### src/rtl/usb_fault_pkg.sv
// Shared types and PID constants for the packet-level fault injector.
package usb_fault_pkg;

  typedef enum logic [1:0] {
    ModeNone   = 2'd0,
    ModeGarble = 2'd1,
    ModeDrop   = 2'd2,
    ModeNak    = 2'd3
  } fault_mode_t;

  typedef enum logic [2:0] {
    StIdle,
    StPass,
    StGarble,
    StDrop,
    StNakEmit,
    StDiscard
  } state_t;

  localparam logic [7:0] PID_ACK   = 8'hD2;
  localparam logic [7:0] PID_NAK   = 8'h5A;
  localparam logic [7:0] PID_DATA0 = 8'hC3;
  localparam logic [7:0] PID_DATA1 = 8'h4B;

  function automatic logic is_data_pid(input logic [7:0] pid);
    return (pid == PID_DATA0) || (pid == PID_DATA1);
  endfunction

endpackage

### src/rtl/usb_byte_out_reg.sv
// Single-entry valid/ready byte register with packet framing flags.
module usb_byte_out_reg (
  input  logic       i_clk,
  input  logic       i_rst,
  input  logic       i_load,
  input  logic [7:0] i_data,
  input  logic       i_sop,
  input  logic       i_eop,
  input  logic       i_ready,
  output logic       o_valid,
  output logic [7:0] o_data,
  output logic       o_sop,
  output logic       o_eop,
  output logic       o_free
);

  logic       r_valid;
  logic [7:0] r_data;
  logic       r_sop;
  logic       r_eop;

  // Caller only loads when o_free is high, so a held byte is never overwritten.
  always_ff @(posedge i_clk) begin
    if (i_rst) begin
      r_valid <= 1'b0;
      r_data  <= 8'h00;
      r_sop   <= 1'b0;
      r_eop   <= 1'b0;
    end else if (i_load) begin
      r_valid <= 1'b1;
      r_data  <= i_data;
      r_sop   <= i_sop;
      r_eop   <= i_eop;
    end else if (i_ready) begin
      r_valid <= 1'b0;
    end
  end

  assign o_valid = r_valid;
  assign o_data  = r_data;
  assign o_sop   = r_sop;
  assign o_eop   = r_eop;
  assign o_free  = !r_valid || i_ready;

endmodule

### src/rtl/usb_pkt_fault_injector.sv
// Packet-level fault injector: garbles, drops or NAK-substitutes a programmed number
// of eligible packets between the packet encoder and the bit-level serializer.
module usb_pkt_fault_injector
  import usb_fault_pkg::*;
#(
  parameter int unsigned CNT_W       = 8,
  parameter int unsigned GARBLE_IDX  = 1,
  parameter logic [7:0]  GARBLE_MASK = 8'h01
) (
  input  logic             i_clk,
  input  logic             i_rst,
  input  logic             i_arm_valid,
  input  logic [1:0]       i_arm_mode,
  input  logic [CNT_W-1:0] i_arm_count,
  input  logic             i_in_valid,
  input  logic [7:0]       i_in_data,
  input  logic             i_in_sop,
  input  logic             i_in_eop,
  output logic             o_in_ready,
  output logic             o_out_valid,
  output logic [7:0]       o_out_data,
  output logic             o_out_sop,
  output logic             o_out_eop,
  input  logic             i_out_ready,
  output logic [CNT_W-1:0] o_faults_pending,
  output logic [CNT_W-1:0] o_faults_injected,
  output logic             o_orphan_err
);

  localparam logic [7:0]       GarbleIdx = 8'(GARBLE_IDX);
  localparam logic [CNT_W-1:0] CntMax    = '1;

  state_t           r_state_q, r_state_d;
  fault_mode_t      r_mode_q, r_mode_d;
  logic [CNT_W-1:0] r_pending_q, r_pending_d;
  logic [CNT_W-1:0] r_injected_q, r_injected_d;
  logic [7:0]       r_idx_q, r_idx_d;
  logic             r_nak_eop_q, r_nak_eop_d;
  logic             r_orphan_q, r_orphan_d;

  logic       w_free;
  logic       w_in_ready;
  logic       w_acc;
  logic       w_elig;
  state_t     w_target;
  logic       w_load;
  logic [7:0] w_ld_data;
  logic       w_ld_sop;
  logic       w_ld_eop;

  assign w_acc = i_in_valid && w_in_ready;

  // Eligibility and destination state for an SOP, judged against the current program.
  always_comb begin
    w_elig   = 1'b0;
    w_target = StPass;
    if (r_pending_q != '0) begin
      unique case (r_mode_q)
        ModeGarble: w_elig = is_data_pid(i_in_data);
        ModeDrop:   w_elig = 1'b1;
        ModeNak:    w_elig = is_data_pid(i_in_data) || (i_in_data == PID_ACK);
        default:    w_elig = 1'b0;
      endcase
    end
    if (w_elig) begin
      unique case (r_mode_q)
        ModeGarble: w_target = StGarble;
        ModeDrop:   w_target = StDrop;
        ModeNak:    w_target = StNakEmit;
        default:    w_target = StPass;
      endcase
    end
  end

  // Consuming states only need the output register when a new SOP may need to pass.
  always_comb begin
    w_in_ready = 1'b0;
    unique case (r_state_q)
      StIdle, StPass, StGarble: w_in_ready = w_free;
      StDrop, StDiscard:        w_in_ready = w_free || !i_in_sop;
      StNakEmit:                w_in_ready = 1'b0;
      default:                  w_in_ready = 1'b0;
    endcase
    if (i_rst) begin
      w_in_ready = 1'b0;
    end
  end

  always_comb begin
    r_state_d    = r_state_q;
    r_mode_d     = r_mode_q;
    r_pending_d  = r_pending_q;
    r_injected_d = r_injected_q;
    r_idx_d      = r_idx_q;
    r_nak_eop_d  = r_nak_eop_q;
    r_orphan_d   = 1'b0;
    w_load       = 1'b0;
    w_ld_data    = i_in_data;
    w_ld_sop     = i_in_sop;
    w_ld_eop     = i_in_eop;

    if (w_acc && i_in_sop) begin
      // An SOP in any state starts a fresh packet, truncating any packet in progress.
      r_state_d = w_target;
      r_idx_d   = 8'd1;
      unique case (w_target)
        StPass: begin
          w_load = 1'b1;
          if (i_in_eop) r_state_d = StIdle;
        end
        StGarble: begin
          w_load = 1'b1;
          if (GarbleIdx == 8'd0) w_ld_data = i_in_data ^ GARBLE_MASK;
          if (i_in_eop) r_state_d = StIdle;
        end
        StDrop: begin
          if (i_in_eop) r_state_d = StIdle;
        end
        StNakEmit: r_nak_eop_d = i_in_eop;
        default: ;
      endcase
      if (w_elig) begin
        r_pending_d  = r_pending_q - 1'b1;
        r_injected_d = (r_injected_q == CntMax) ? r_injected_q : r_injected_q + 1'b1;
      end
    end else if (w_acc) begin
      unique case (r_state_q)
        StIdle: r_orphan_d = 1'b1;
        StPass: begin
          w_load = 1'b1;
          if (i_in_eop) r_state_d = StIdle;
        end
        StGarble: begin
          w_load = 1'b1;
          if (r_idx_q == GarbleIdx) w_ld_data = i_in_data ^ GARBLE_MASK;
          if (r_idx_q != 8'hFF) r_idx_d = r_idx_q + 8'd1;
          if (i_in_eop) r_state_d = StIdle;
        end
        StDrop, StDiscard: begin
          if (i_in_eop) r_state_d = StIdle;
        end
        default: ;
      endcase
    end

    if (r_state_q == StNakEmit && w_free) begin
      w_load    = 1'b1;
      w_ld_data = PID_NAK;
      w_ld_sop  = 1'b1;
      w_ld_eop  = 1'b1;
      r_state_d = r_nak_eop_q ? StIdle : StDiscard;
    end

    // A new program overrides any decrement taken in the same cycle.
    if (i_arm_valid) begin
      r_mode_d    = fault_mode_t'(i_arm_mode);
      r_pending_d = i_arm_count;
    end
  end

  always_ff @(posedge i_clk) begin
    if (i_rst) begin
      r_state_q    <= StIdle;
      r_mode_q     <= ModeNone;
      r_pending_q  <= '0;
      r_injected_q <= '0;
      r_idx_q      <= 8'd0;
      r_nak_eop_q  <= 1'b0;
      r_orphan_q   <= 1'b0;
    end else begin
      r_state_q    <= r_state_d;
      r_mode_q     <= r_mode_d;
      r_pending_q  <= r_pending_d;
      r_injected_q <= r_injected_d;
      r_idx_q      <= r_idx_d;
      r_nak_eop_q  <= r_nak_eop_d;
      r_orphan_q   <= r_orphan_d;
    end
  end

  usb_byte_out_reg u_out_reg (
    .i_clk   (i_clk),
    .i_rst   (i_rst),
    .i_load  (w_load),
    .i_data  (w_ld_data),
    .i_sop   (w_ld_sop),
    .i_eop   (w_ld_eop),
    .i_ready (i_out_ready),
    .o_valid (o_out_valid),
    .o_data  (o_out_data),
    .o_sop   (o_out_sop),
    .o_eop   (o_out_eop),
    .o_free  (w_free)
  );

  assign o_in_ready        = w_in_ready;
  assign o_faults_pending  = r_pending_q;
  assign o_faults_injected = r_injected_q;
  assign o_orphan_err      = r_orphan_q;

endmodule
### config.mk
export PLATFORM = sky130hd
export DESIGN_NAME = usb_pkt_fault_injector
export DESIGN_NICKNAME = d
export VERILOG_FILES = /design/src/rtl/usb_fault_pkg.sv /design/src/rtl/usb_byte_out_reg.sv /design/src/rtl/usb_pkt_fault_injector.sv
export SDC_FILE = /design/constraint.sdc
export NUM_CORES = 1
export LEC_CHECK = 0
export ABC_AREA = 0
export BUFFER_PORTS_ARGS = -buffer_cell sky130_fd_sc_hd__buf_4
export CORE_UTILIZATION = 54
export CTS_CLUSTER_SIZE = 16
export DETAILED_ROUTE_END_ITERATION = 8
export PLACE_DENSITY = 0.91
export SYNTH_ARGS = -nofsm -noshare
export SYNTH_HDL_FRONTEND = slang
export SYNTH_SLANG_ARGS = --single-unit
### constraint.sdc
create_clock -name i_clk -period 2.3 [get_ports i_clk]
set_clock_uncertainty 0.1 [all_clocks]
set_input_delay 0.23 -clock i_clk [delete_from_list [all_inputs] [get_ports i_clk]]
set_output_delay 0.23 -clock i_clk [all_outputs]
set_load 0.01 [all_outputs]
# == After elaboration in Yosys (flattened, before gate mapping) ==
# Index checks and enable logic that the tools add are counted.
# op_classes
n_addsub,3
n_eq_ne,18
n_mux,36
bitwise,3
n_reduce_logical,34
# op_table
operator,n
8-bit two-way mux,4
3-bit two-way mux,9
8-bit equality test (second input constant),3
1-bit two-way mux,20
8-bit by 1-bit adder with 8-bit output (second input constant),2
3-bit by 2-bit equality test with 1-bit output (second input constant),4
3-bit AND reduction,4
2-bit nonzero test,6
3-bit equality test (second input constant),3
3-bit case mux with 3 select lines,1
3-bit nonzero test,3
3-bit OR reduction,3
8-bit by 1-bit equality test with 1-bit output (second input constant),1
8-bit by 7-bit equality test with 1-bit output (second input constant),1
8-bit != test (second input constant),1
8-bit nonzero test,1
2-bit OR reduction,4
8-bit by 1-bit subtractor with 8-bit output (second input constant),1
3-bit by 1-bit equality test with 1-bit output (second input constant),2
2-bit equality test (second input constant),2
1-bit logical OR,4
2-bit AND reduction,2
4-bit OR reduction,1
1-bit logical AND,3
other kinds (6),9
# totals
regBits,42

# == Logic depth before layout (Yosys ltp) ==
# Gate-level depths: netlist (run 1).
# logic_depth
word_depth,12
ltp_mapped,9
depth_no_buf,8

# == Cells and area by module ==
# A second synthesis (run 1) with hierarchy kept.
# hier_totals
cells_unflattened,279
hier_area_um2,2493.6
# by_module_without_submodules
mod,n_inst,cells_each,area_each_um2
usb_pkt_fault_injector,1,243,2104.5
usb_byte_out_reg,1,36,389.1

# == Least setup slack after synthesis (run 1) ==
# No wires, ideal clock.
# synth_path
path_kind,register to register
from,"register r_pending_q[0], in the netlist o_faults_pending[0]"
to,"register r_injected_q[5], in the netlist o_faults_injected[5]"
setup_ns,0.070
arrival_time_ns,2.018
t_required_ns,2.130
setup_slack_ns,0.112
stages_incl_launch_ff,9
period_less_slack_ns,2.188
cell_sequence,dfxtp_1 -> inv_1 -> ha_1 -> nor3b_1 -> a21o_1 -> a311oi_4 -> nand3_4 -> or4_1 -> a21oi_1
# synth_via
elab_chain_cells,3
# synth_rtl
item,line_no,rtl
"start, declared",usb_pkt_fault_injector.sv:35,"logic [CNT_W-1:0] r_pending_q, r_pending_d;"
"start signal, assigned",usb_pkt_fault_injector.sv:173,r_pending_q <= r_pending_d;
8-bit nonzero test,usb_pkt_fault_injector.sv:57,if (r_pending_q != '0) begin
1-bit two-way mux,usb_pkt_fault_injector.sv:57,
3-bit AND reduction (no line),-,
"end signal, assigned",usb_pkt_fault_injector.sv:174,r_injected_q <= r_injected_d;
"end, declared",usb_pkt_fault_injector.sv:36,"logic [CNT_W-1:0] r_injected_q, r_injected_d;"
# No other way between the ends.
# A chain may end at the register's enable or synchronous reset.

# == Final worst setup path (run 1) ==
# layout_path
from,"register r_pending_q[1], in the netlist o_faults_pending[1]"
to,"register r_injected_q[5], in the netlist o_faults_injected[5]"
# The elaborated chain is that of the path after synthesis.

==> results of run 1 <==
-- layout by cell type, fill, tap and decap left out, drive strengths merged, types with 3 or more instances in the layout --
| master | netlist | routed |
|---|---|---|
| nor4b | 3 | 3 |
| and3 | 3 | 3 |
| inv | 14 | 14 |
| nand2 | 19 | 19 |
| o22ai | 10 | 10 |
| nand2b | 4 | 4 |
| dfxtp | 42 | 42 |
| mux2i | 3 | 3 |
| nor4 | 5 | 5 |
| xnor2 | 8 | 8 |
| nand4 | 13 | 13 |
| nor2 | 32 | 32 |
| ha | 10 | 10 |
| clkbuf | 4 | 7 |
| o21ai | 5 | 5 |
| xor2 | 13 | 13 |
| a21oi | 18 | 18 |
| nand3 | 15 | 15 |
| nor3 | 5 | 5 |
| a41o | 4 | 4 |
| a211oi | 14 | 14 |
| buf | 6 | 65 |
-- worst max-delay path, delay by kind of cell (launching register included) --
family | cells | cell delay (ns)
compound gates | 3 | 0.67
simple gates | 3 | 0.65
flops | 1 | 0.34
buf+inv | 2 | 0.25
fa+ha+maj | 1 | 0.17
-- sequential cells by signal, summed over array words and instances (netlist names) --
signal / flops
u_out_reg.o_data: 8
o_faults_pending: 8
o_orphan_err: 1
u_out_reg.o_valid: 1
u_out_reg.o_sop: 1
r_state_q: 3
u_out_reg.o_eop: 1
r_mode_q: 2
r_nak_eop_q: 1
o_faults_injected: 8
r_idx_q: 8
-- kinds of logic after synthesis --
group / share of synthesized area [%]
simple gates: 24.8
flops: 35.4
fa+ha+maj: 5.27
compound gates: 20.4
xor+xnor: 7.75
buf+inv: 5.11
mux: 1.26
-- worst paths after layout --
path | slack, ns | endpoint | startpoint
hold / removal | 0.08 | r_mode_q[1]$_SDFFE_PP0P_ | i_arm_mode[1]
setup / recovery | 0.06 | o_faults_injected[5]$_SDFFE_PP0P_ | o_faults_pending[1]$_SDFFE_PP0P_
setup reg to reg | 0.06 | o_faults_injected[5]$_SDFFE_PP0P_ | o_faults_pending[1]$_SDFFE_PP0P_
hold reg to reg | 0.40 | u_out_reg.o_data[2]$_SDFFE_PP0P_ | u_out_reg.o_data[2]$_SDFFE_PP0P_
-- Yosys cell counts (4+ instances only) --
cell type,instances,area [um^2]
ha_1,10,125
xor2_1,13,114
nand3_1,13,65.1
nor2_1,32,120
o21ai_0,4,20.0
nand4_1,12,75.1
xnor2_1,8,70.1
a211oi_1,14,105
nor3_1,5,25.0
nor4_1,5,31.3
a21oi_1,18,90.1
o22ai_1,10,62.6
clkbuf_1,4,15.0
inv_1,13,48.8
dfxtp_1,42,841
a41o_1,4,40.0
nand2_1,19,71.3
-- layer usage --
| layer | track usage, % | vias up |
|---|---|---|
| li1 | - | 1128 |
| met1 | 33.6 | 1074 |
| met2 | 40.0 | 79 |
| met3 | 5.67 | 15 |
| met4 | 10.4 | 0 |
| met5 | 0 | - |
-- layout make-up --
class	count	share of cell area [%]
multi-input cells	209	48.3
flip-flops and latches	42	28.4
repair buffers	65	16.9
clock buffers	7	2.57
well taps	50	2.10
inverters	14	1.77
-- power by group through the flow --
| stage | combinational, uW | clock, uW | sequential (uW) |
|---|---|---|---|
| after floorplan | 169 | 0 | 835 |
| after global placement | 317 | 0 | 820 |
| after detailed placement | 326 | 0 | 822 |
| after CTS | 328 | 457 | 805 |
| after global routing | 365 | 485 | 813 |
| final | 335 | 453 | 807 |
-- per-stage QoR --
stage          power (uW)  TNS (ns)  cell area (um^2)  hold WS, ns  utilization (%)
4_1_cts              1590         0              2920       0.0753             70.9
5_1_grt              1660    -0.214              2980       0.0918             72.3
3_3_place_gp         1140         0              2840        0.372             69.0
6_report             1600         0              2980       0.0787             72.3
2_1_floorplan        1000         0              2370        0.266                -
3_5_place_dp         1150         0              2840        0.379             69.0
-- repair_timing --
item                       4_1_cts  5_1_grt
hold endpoints to repair         0        0
setup endpoints to repair        0        9
setup buffers                    0        1
gates resized for setup          0        9
==> impl_metrics.csv, run 1 <==
group,metric,value,unit
floorplanning,fp.dieW,68.3,um
placement,place_hpwl,4.08,mm
floorplanning,start_util,57.7,%
setup_path,worst_setup_path_start_kind,"flip-flop",
layout,synthToLayoutAreaGrowth,25.3,%
floorplanning,dieArea,0.00467,mm^2
floorplanning,dieHeight,68.3,um
min_path,hold_depth,3,
grt,grt_usage,25.5,%
detailed_routing,detail_route.iter0.violations,169,
detailed_routing,dr.pass1.iters,4,
setup_path,crit_chain,"inv_1 > ha_1 > nor3b_1 > a21o_1 > a311oi_4 > buf_6 > nand3_4 > or4_1 > a21oi_1",
synthesis,syn_area,0.00237,mm^2
setup_path,critPathCaptureType,"flip-flop",
clock_network,ctsHoldBuffers,0,
layout,n_fill_cell,303,
clock_network,clockBufferDepth,2,
job,cap_violations,0,
floorplanning,placementRows,23,
placement,dp_slack,0.0859,ns
detailed_routing,vias,2296,
detailed_routing,wl_met1,2.59,mm
sta,worstMarginPinSlew,0.501,ns
clock_network,cts.clk_slew.worst_paths,0.07,ns
clock_network,htree_levels,2,
power,seqPwrFrac,50.6,%
detailed_routing,wl_met3,290,um
power,power_density,536,mW/mm^2
detailed_routing,wl,5.86,mm
layout,drive_above_1_share,26.1,%
synthesis,async_flop_share,0,%
grt,antenna_found_initial,0,
clock_network,numCtsBuffers,5,
synthesis,syn-num-nets,310,
placement,port_buffers,53,
grt,gr-total-overflow,0,
power,leakage,0.00125,uW
power,p_int,1140,uW
synthesis,synth_seq_cells,42,
power,clockPowerShare,28.4,%
grt,grt_pass1_wl,8.89,mm
sta,worst_slack,0.0636,ns
layout,fin_nets,372,
detailed_routing,top_layer_used,"met4",
layout,seq_area,845,um^2
run_status,outcome,"finished, final reports clean",
floorplanning,num_io_pins,54,
synthesis,synth_edf_count,0,
sta,slew_violations,0,
min_path,min_path_type,"input pin to flip-flop",
synthesis,synth_warnings,0,
synthesis,synth-seq-area-share,35.4,%
setup_path,path_class,"flip-flop to flip-flop",
synthesis,avgSynthCellArea,8.64,um^2
setup_path,reg2reg_depth,9,
clock_network,worst_skew_pair.late_latency,0.30,ns
power,combinationalPowerShare,21.0,%
placement,place_inst,378,
sta,min_period_over_period,97.2,%
detailed_routing,drcViolationCount,0,
sta,rsz0062_at_grt,"yes",
detailed_routing,wl_met2,2.83,mm
clock_network,cts_sinks,42,
detailed_routing,wire_per_inst,15.1,um
sta,finalHoldViolations,0,
sta,setup_viol,0,
sta,maxSlewHeadroom,66.3,%
setup_path,crit_fanout,5,
setup_path,cpPeakStageDelay,0.42,ns
sta,fmax,0.447,GHz
setup_path,required,2.42,ns
layout,diodes,0,
sta,fin_crit,2.24,ns
setup_path,slowest_stage,"or4_1",
detailed_routing,avgViaCountPerCell,5.93,
synthesis,netlist_instances,275,
layout,multi_input_area,0.00144,mm^2
placement,routabilityCongestion,0.842,
power,swShare,28.5,%
layout,final_cells,387,
grt,grt_start_max_net_pins,29,
power,p_sw,454,uW
detailed_routing,antenna_left,0,
power,ir_worst_vdd,388,uV
synthesis,synth_top_flop_cell,"dfxtp_1",
clock_network,tritoncts,"done",
synthesis,ys_types,53,
clock_network,cts_root_buf,"clkbuf_8",
grt,grt_pass1_vias,1992,
floorplanning,coreArea,0.00412,mm^2
setup_path,worstPathArrival,2.36,ns
Power figures use the tool's default switching activity.
==> inputs of run 2 (changes only) <==
--- a/config.mk
+++ b/config.mk
@@ -11,6 +11,7 @@
 export CTS_CLUSTER_SIZE = 16
 export DETAILED_ROUTE_END_ITERATION = 8
 export PLACE_DENSITY = 0.91
+export REMOVE_ABC_BUFFERS = 1
 export SYNTH_ARGS = -nofsm -noshare
 export SYNTH_HDL_FRONTEND = slang
 export SYNTH_SLANG_ARGS = --single-unit
==> run 2 against run 1 <==
Non-clock buffer count is 2 higher. Cell area is 0.97% higher. Register-to-register slack worse by 0.02 ns. Global-route usage is 0.063 points lower. Maximum frequency is 0.76% lower. Critical path depth is 1 higher.
==> impl_metrics.csv, run 2 (synthesized netlist as in run 1, its figures left out) <==
group,metric,value,unit
run_status,outcome,"finished, final reports clean",
setup_path,path_class,"flip-flop to flip-flop",
layout,fin_nets,374,
detailed_routing,antenna_left,0,
layout,diodes,0,
sta,fmax,0.444,GHz
placement,port_buffers,53,
detailed_routing,avgViaCountPerCell,5.92,
min_path,hold_end,"r_mode_q[1]$_SDFFE_PP0P_",
grt,grt_usage,25.5,%
sta,worst_slack,0.0465,ns
setup_path,critPathCaptureType,"flip-flop",
sta,slew_violations,0,
clock_network,cts.clk_slew.worst_paths,0.08,ns
floorplanning,start_util,57.7,%
setup_path,reg2reg_depth,10,
setup_path,worst_setup_path_start_kind,"flip-flop",
sta,finalHoldViolations,0,
detailed_routing,drcViolationCount,0,
clock_network,ctsHoldBuffers,0,
floorplanning,placementRows,23,
power,p_total,1640,uW
floorplanning,num_io_pins,54,
setup_path,timing.rr.end,"o_faults_pending[5]$_SDFFE_PP0P_",
sta,setup_viol,0,
setup_path,crit_fanout,6,
clock_network,tritoncts,"done",
layout,synthToLayoutAreaGrowth,26.5,%
sta,fin_crit,2.25,ns
power,ir_worst_vdd,476,uV
layout,final_util,73.0,%
detailed_routing,wl,5.80,mm
setup_path,reg2reg_slack,0.05,ns
placement,routabilityCongestion,0.918,
setup_path,worstPathArrival,2.37,ns
power,power_density,547,mW/mm^2
detailed_routing,detail_route.iter0.violations,140,
floorplanning,coreArea,0.00412,mm^2
placement,dp_slack,0.121,ns
sta,fin_setup_tns,0,ns
min_path,min_path_type,"input pin to flip-flop",
grt,gr-total-overflow,0,
layout,final_area,0.00300,mm^2
sta,worstMarginPinSlew,0.469,ns
floorplanning,dieArea,0.00467,mm^2
clock_network,cts_sinks,42,
grt,grt_start_max_net_pins,22,
setup_path,required,2.42,ns
detailed_routing,dr.pass1.iters,4,
min_path,min_from,"i_arm_mode[1]",
clock_network,htree_levels,2,
detailed_routing,wire_per_inst,14.9,um
detailed_routing,vias,2309,
placement,dpl-instance-area,0.00285,mm^2
grt,grt_pass1_vias,2157,
floorplanning,fp.dieW,68.3,um
job,cap_violations,0,
grt,grt_pass1_wl,8.99,mm
layout,drive_above_1_share,26.8,%
sta,maxSlewHeadroom,68.5,%
clock_network,numCtsBuffers,5,
setup_path,reg2reg_from,"o_faults_pending[0]$_SDFFE_PP0P_",
layout,final_cell_mix,"buf_4 (65), dfxtp_1 (40), nor2_1 (32)",
grt,antenna_found_initial,0,
floorplanning,dieHeight,68.3,um
clock_network,cts_root_buf,"clkbuf_8",
layout,final_common_cell,"buf_4",
placement,place_hpwl,4.05,mm
sta,min_period_over_period,98.0,%
min_path,hold_depth,3,
clock_network,clockBufferDepth,2,
clock_network,worst_skew_pair.late_latency,0.30,ns
power,leakage,0.00127,uW
## run 2: cell types whose count changed in the layout (fill, tap and decap cells not counted), sizes merged
cell	before	now
buf	65	66
clkbuf	7	8
clkinv	0	1
## run 2: per-stage QoR
stage               instances  hold slack [ns]
floorplan                 265            0.199
global placement          378            0.365
detailed placement        378            0.382
CTS                       386           0.0605
global route              390            0.100
finish                    390           0.0597
## run 2: final cells by class
class                           instances  area [um^2]
Clock buffer                            7         86.3
Sequential cell                        42          843
Multi-Input combinational cell        209         1420
Tap cell                               50         62.6
Inverter                               14         52.6
Timing Repair Buffer                   67          533
Fill cell                             308         1110
Clock inverter                          1         5.00
## run 2: worst max-delay path by stage
stage,startpoint,endpoint,slack [ns],cells after the start
after global placement,o_faults_pending[0]$_SDFFE_PP0P_,u_out_reg.o_data[0]$_SDFFE_PP0P_,0.20,9
after detailed placement,o_faults_pending[0]$_SDFFE_PP0P_,u_out_reg.o_sop$_SDFFE_PP0P_,0.12,9
after floorplan,o_faults_pending[0]$_SDFFE_PP0P_,o_faults_injected[6]$_SDFFE_PP0P_,-0.10,8
after CTS,o_faults_pending[0]$_SDFFE_PP0P_,o_faults_injected[5]$_SDFFE_PP0P_,0.09,9
final,o_faults_pending[0]$_SDFFE_PP0P_,o_faults_pending[5]$_SDFFE_PP0P_,0.05,10
after global routing,o_faults_pending[1]$_SDFFE_PP0P_,o_faults_pending[6]$_SDFFE_PP0P_,-0.05,10
## run 2: worst max-delay path, stage by stage, from the launching register on
cell	delay, ns
dfxtp_2	0.34
inv_1	0.06
ha_1	0.19
nor3b_1	0.16
a21o_1	0.21
a311oi_4	0.30
buf_12	0.17
buf_4	0.13
nand4_1	0.11
xor2_1	0.17
a211oi_1	0.24
## run 2: layer usage
layer,vias up,GRT usage (%),routed length (um)
li1,1131,-,-
met1,1080,28.8,2390
met2,89,44.6,2860
met3,9,5.83,456
met4,0,12.0,87
met5,-,0,0
## run 2: what timing repair did
item | CTS | global route
setup buffers | 0 | 3
resized for setup | 0 | 5
setup endpoints to repair | 0 | 9
## run 2: power by group
part	total, uW	internal (uW)	switching, uW
Clock	502	242	259
Sequential	806	771	35.5
Combinational	335	161	175
==> inputs of run 3 (changes only) <==
--- a/config.mk
+++ b/config.mk
@@ -12,6 +12,7 @@
 export DETAILED_ROUTE_END_ITERATION = 8
 export PLACE_DENSITY = 0.91
 export REMOVE_ABC_BUFFERS = 1
+export SETUP_SLACK_MARGIN = 0.15
 export SYNTH_ARGS = -nofsm -noshare
 export SYNTH_HDL_FRONTEND = slang
 export SYNTH_SLANG_ARGS = --single-unit
==> run 3 against run 2 <==
Clock power grew 3%. Register-to-register slack better by 0.09 ns. Setup slack gained 0.089 ns. Critical path type unchanged. Largest cell class unchanged. Largest power group unchanged. Highest routed layer unchanged.
==> impl_metrics.csv, run 3 (synthesized netlist as in run 1, its figures left out) <==
group,metric,value,unit
sta,finalHoldViolations,0,
setup_path,timing.rr.end,"u_out_reg.o_data[0]$_SDFFE_PP0P_",
floorplanning,dieHeight,68.3,um
clock_network,tritoncts,"done",
grt,gr-total-overflow,0,
layout,drive_above_1_share,32.5,%
min_path,hold_end,"r_mode_q[1]$_SDFFE_PP0P_",
detailed_routing,avgViaCountPerCell,6.18,
clock_network,clockBufferDepth,2,
floorplanning,num_io_pins,54,
detailed_routing,dr.pass1.iters,4,
grt,antenna_found_initial,0,
sta,fin_setup_tns,0,ns
layout,n_fill_cell,280,
detailed_routing,wl_met1,2.75,mm
setup_path,worstPathArrival,2.26,ns
setup_path,reg2reg_from,"o_faults_pending[0]$_SDFFE_PP0P_",
layout,final_cell_mix,"buf_4 (67), dfxtp_1 (38), nor2_1 (32)",
setup_path,critPathCaptureType,"flip-flop",
detailed_routing,detail_route.iter0.violations,173,
placement,place_inst,378,
setup_path,crit_fanout,7,
setup_path,worst_setup_path_start_kind,"flip-flop",
detailed_routing,wire_per_inst,16.5,um
grt,grt_usage,26.7,%
detailed_routing,antenna_left,0,
grt,grt_pass1_wl,9.39,mm
layout,diodes,0,
sta,fin_crit,2.16,ns
detailed_routing,wl_met3,395,um
sta,hold_ws,0.0481,ns
sta,setup_viol,0,
floorplanning,start_util,57.7,%
layout,synthToLayoutAreaGrowth,32.3,%
placement,routabilityCongestion,0.918,
sta,maxSlewHeadroom,68.9,%
clock_network,ctsHoldBuffers,0,
placement,port_buffers,53,
power,ir_worst_vdd,492,uV
clock_network,cts_sinks,42,
setup_path,required,2.40,ns
setup_path,reg2reg_slack,0.14,ns
layout,final_area,0.00314,mm^2
sta,worstMarginPinSlew,0.464,ns
floorplanning,coreArea,0.00412,mm^2
clock_network,cts_root_buf,"clkbuf_8",
placement,dpl-instance-area,0.00285,mm^2
floorplanning,placementRows,23,
floorplanning,dieArea,0.00467,mm^2
power,power_density,542,mW/mm^2
sta,min_period_over_period,94.1,%
job,cap_violations,0,
placement,place_hpwl,4.05,mm
setup_path,path_class,"flip-flop to flip-flop",
layout,fin_nets,379,
setup_path,reg2reg_depth,10,
min_path,min_path_type,"input pin to flip-flop",
clock_network,numCtsBuffers,5,
grt,grt_start_max_net_pins,22,
detailed_routing,wl_met2,3.20,mm
placement,dp_slack,0.121,ns
sta,slew_violations,0,
detailed_routing,top_layer_used,"met4",
run_status,outcome,"finished, final reports clean",
detailed_routing,vias,2440,
floorplanning,fp.dieW,68.3,um
sta,rsz0062_at_grt,"yes",
min_path,min_from,"i_arm_mode[1]",
clock_network,htree_levels,2,
detailed_routing,wl,6.52,mm
layout,final_cells,395,
sta,fmax,0.462,GHz
grt,grt_pass1_vias,2219,
clock_network,worst_skew_pair.late_latency,0.32,ns
sta,worst_slack,0.135,ns
clock_network,cts.clk_slew.worst_paths,0.09,ns
detailed_routing,drcViolationCount,0,
power,leakage,0.00131,uW
min_path,hold_depth,3,
layout,final_common_cell,"buf_4",
[run 3: cell count changes in the layout (fill, tap and decap cells not counted), sizes merged]
cell	change
a21o	+1
buf	+4
[run 3: worst max path at each step]
stage	from	endpoint	slack, ns
2_1_floorplan	o_faults_pending[0]$_SDFFE_PP0P_	o_faults_injected[6]$_SDFFE_PP0P_	-0.10
3_3_place_gp	o_faults_pending[0]$_SDFFE_PP0P_	u_out_reg.o_data[0]$_SDFFE_PP0P_	0.20
3_5_place_dp	o_faults_pending[0]$_SDFFE_PP0P_	u_out_reg.o_sop$_SDFFE_PP0P_	0.12
4_1_cts	o_faults_pending[0]$_SDFFE_PP0P_	o_faults_injected[5]$_SDFFE_PP0P_	0.11
5_1_grt	o_faults_pending[0]$_SDFFE_PP0P_	o_faults_injected[5]$_SDFFE_PP0P_	0.03
6_report	o_faults_pending[0]$_SDFFE_PP0P_	u_out_reg.o_data[0]$_SDFFE_PP0P_	0.14
[run 3: per-layer routing]
metal | global-route usage (%) | up-vias
li1 | - | 1146
met1 | 29.5 | 1179
met2 | 48.0 | 99
met3 | 5.00 | 16
met4 | 13.8 | 0
met5 | 0 | -
[run 3: through the flow]
step / power (uW) / utilization [%]
6_report: 1700 / 76.3
5_1_grt: 1760 / 76.3
3_5_place_dp: 1150 / 69.4
3_3_place_gp: 1140 / 69.4
4_1_cts: 1640 / 72.3
2_1_floorplan: 988 / -
[run 3: layout make-up]
type                            count  area, um^2  share of cell area, %
Clock inverter                      1        5.00                  0.159
Multi-Input combinational cell    210        1520                   48.3
Tap cell                           50        62.6                   1.99
Clock buffer                        7        86.3                   2.75
Sequential cell                    42         846                   26.9
Inverter                           14        52.6                   1.67
Timing Repair Buffer               71         571                   18.2
[run 3: worst max-delay path, cell delays in order, from the launching register on]
cell and delay, ns:
dfxtp_2 0.35, inv_2 0.04, ha_2 0.16, nor3b_4 0.14, a21o_1 0.19, a311oi_4 0.28, buf_4 0.18, clkbuf_16 0.14
a21o_4 0.19, a211oi_2 0.08, a41o_1 0.20
[run 3: timing repair]
action,in CTS,in global routing
buffers inserted,4,3
gates cloned,0,2
resized for setup,1,27
pin swaps,0,14
endpoints found under the setup margin,15,24
[run 3: power breakdown]
part | internal, uW | switching, uW
Clock | 243 | 274
Sequential | 771 | 41.3
Combinational | 179 | 193
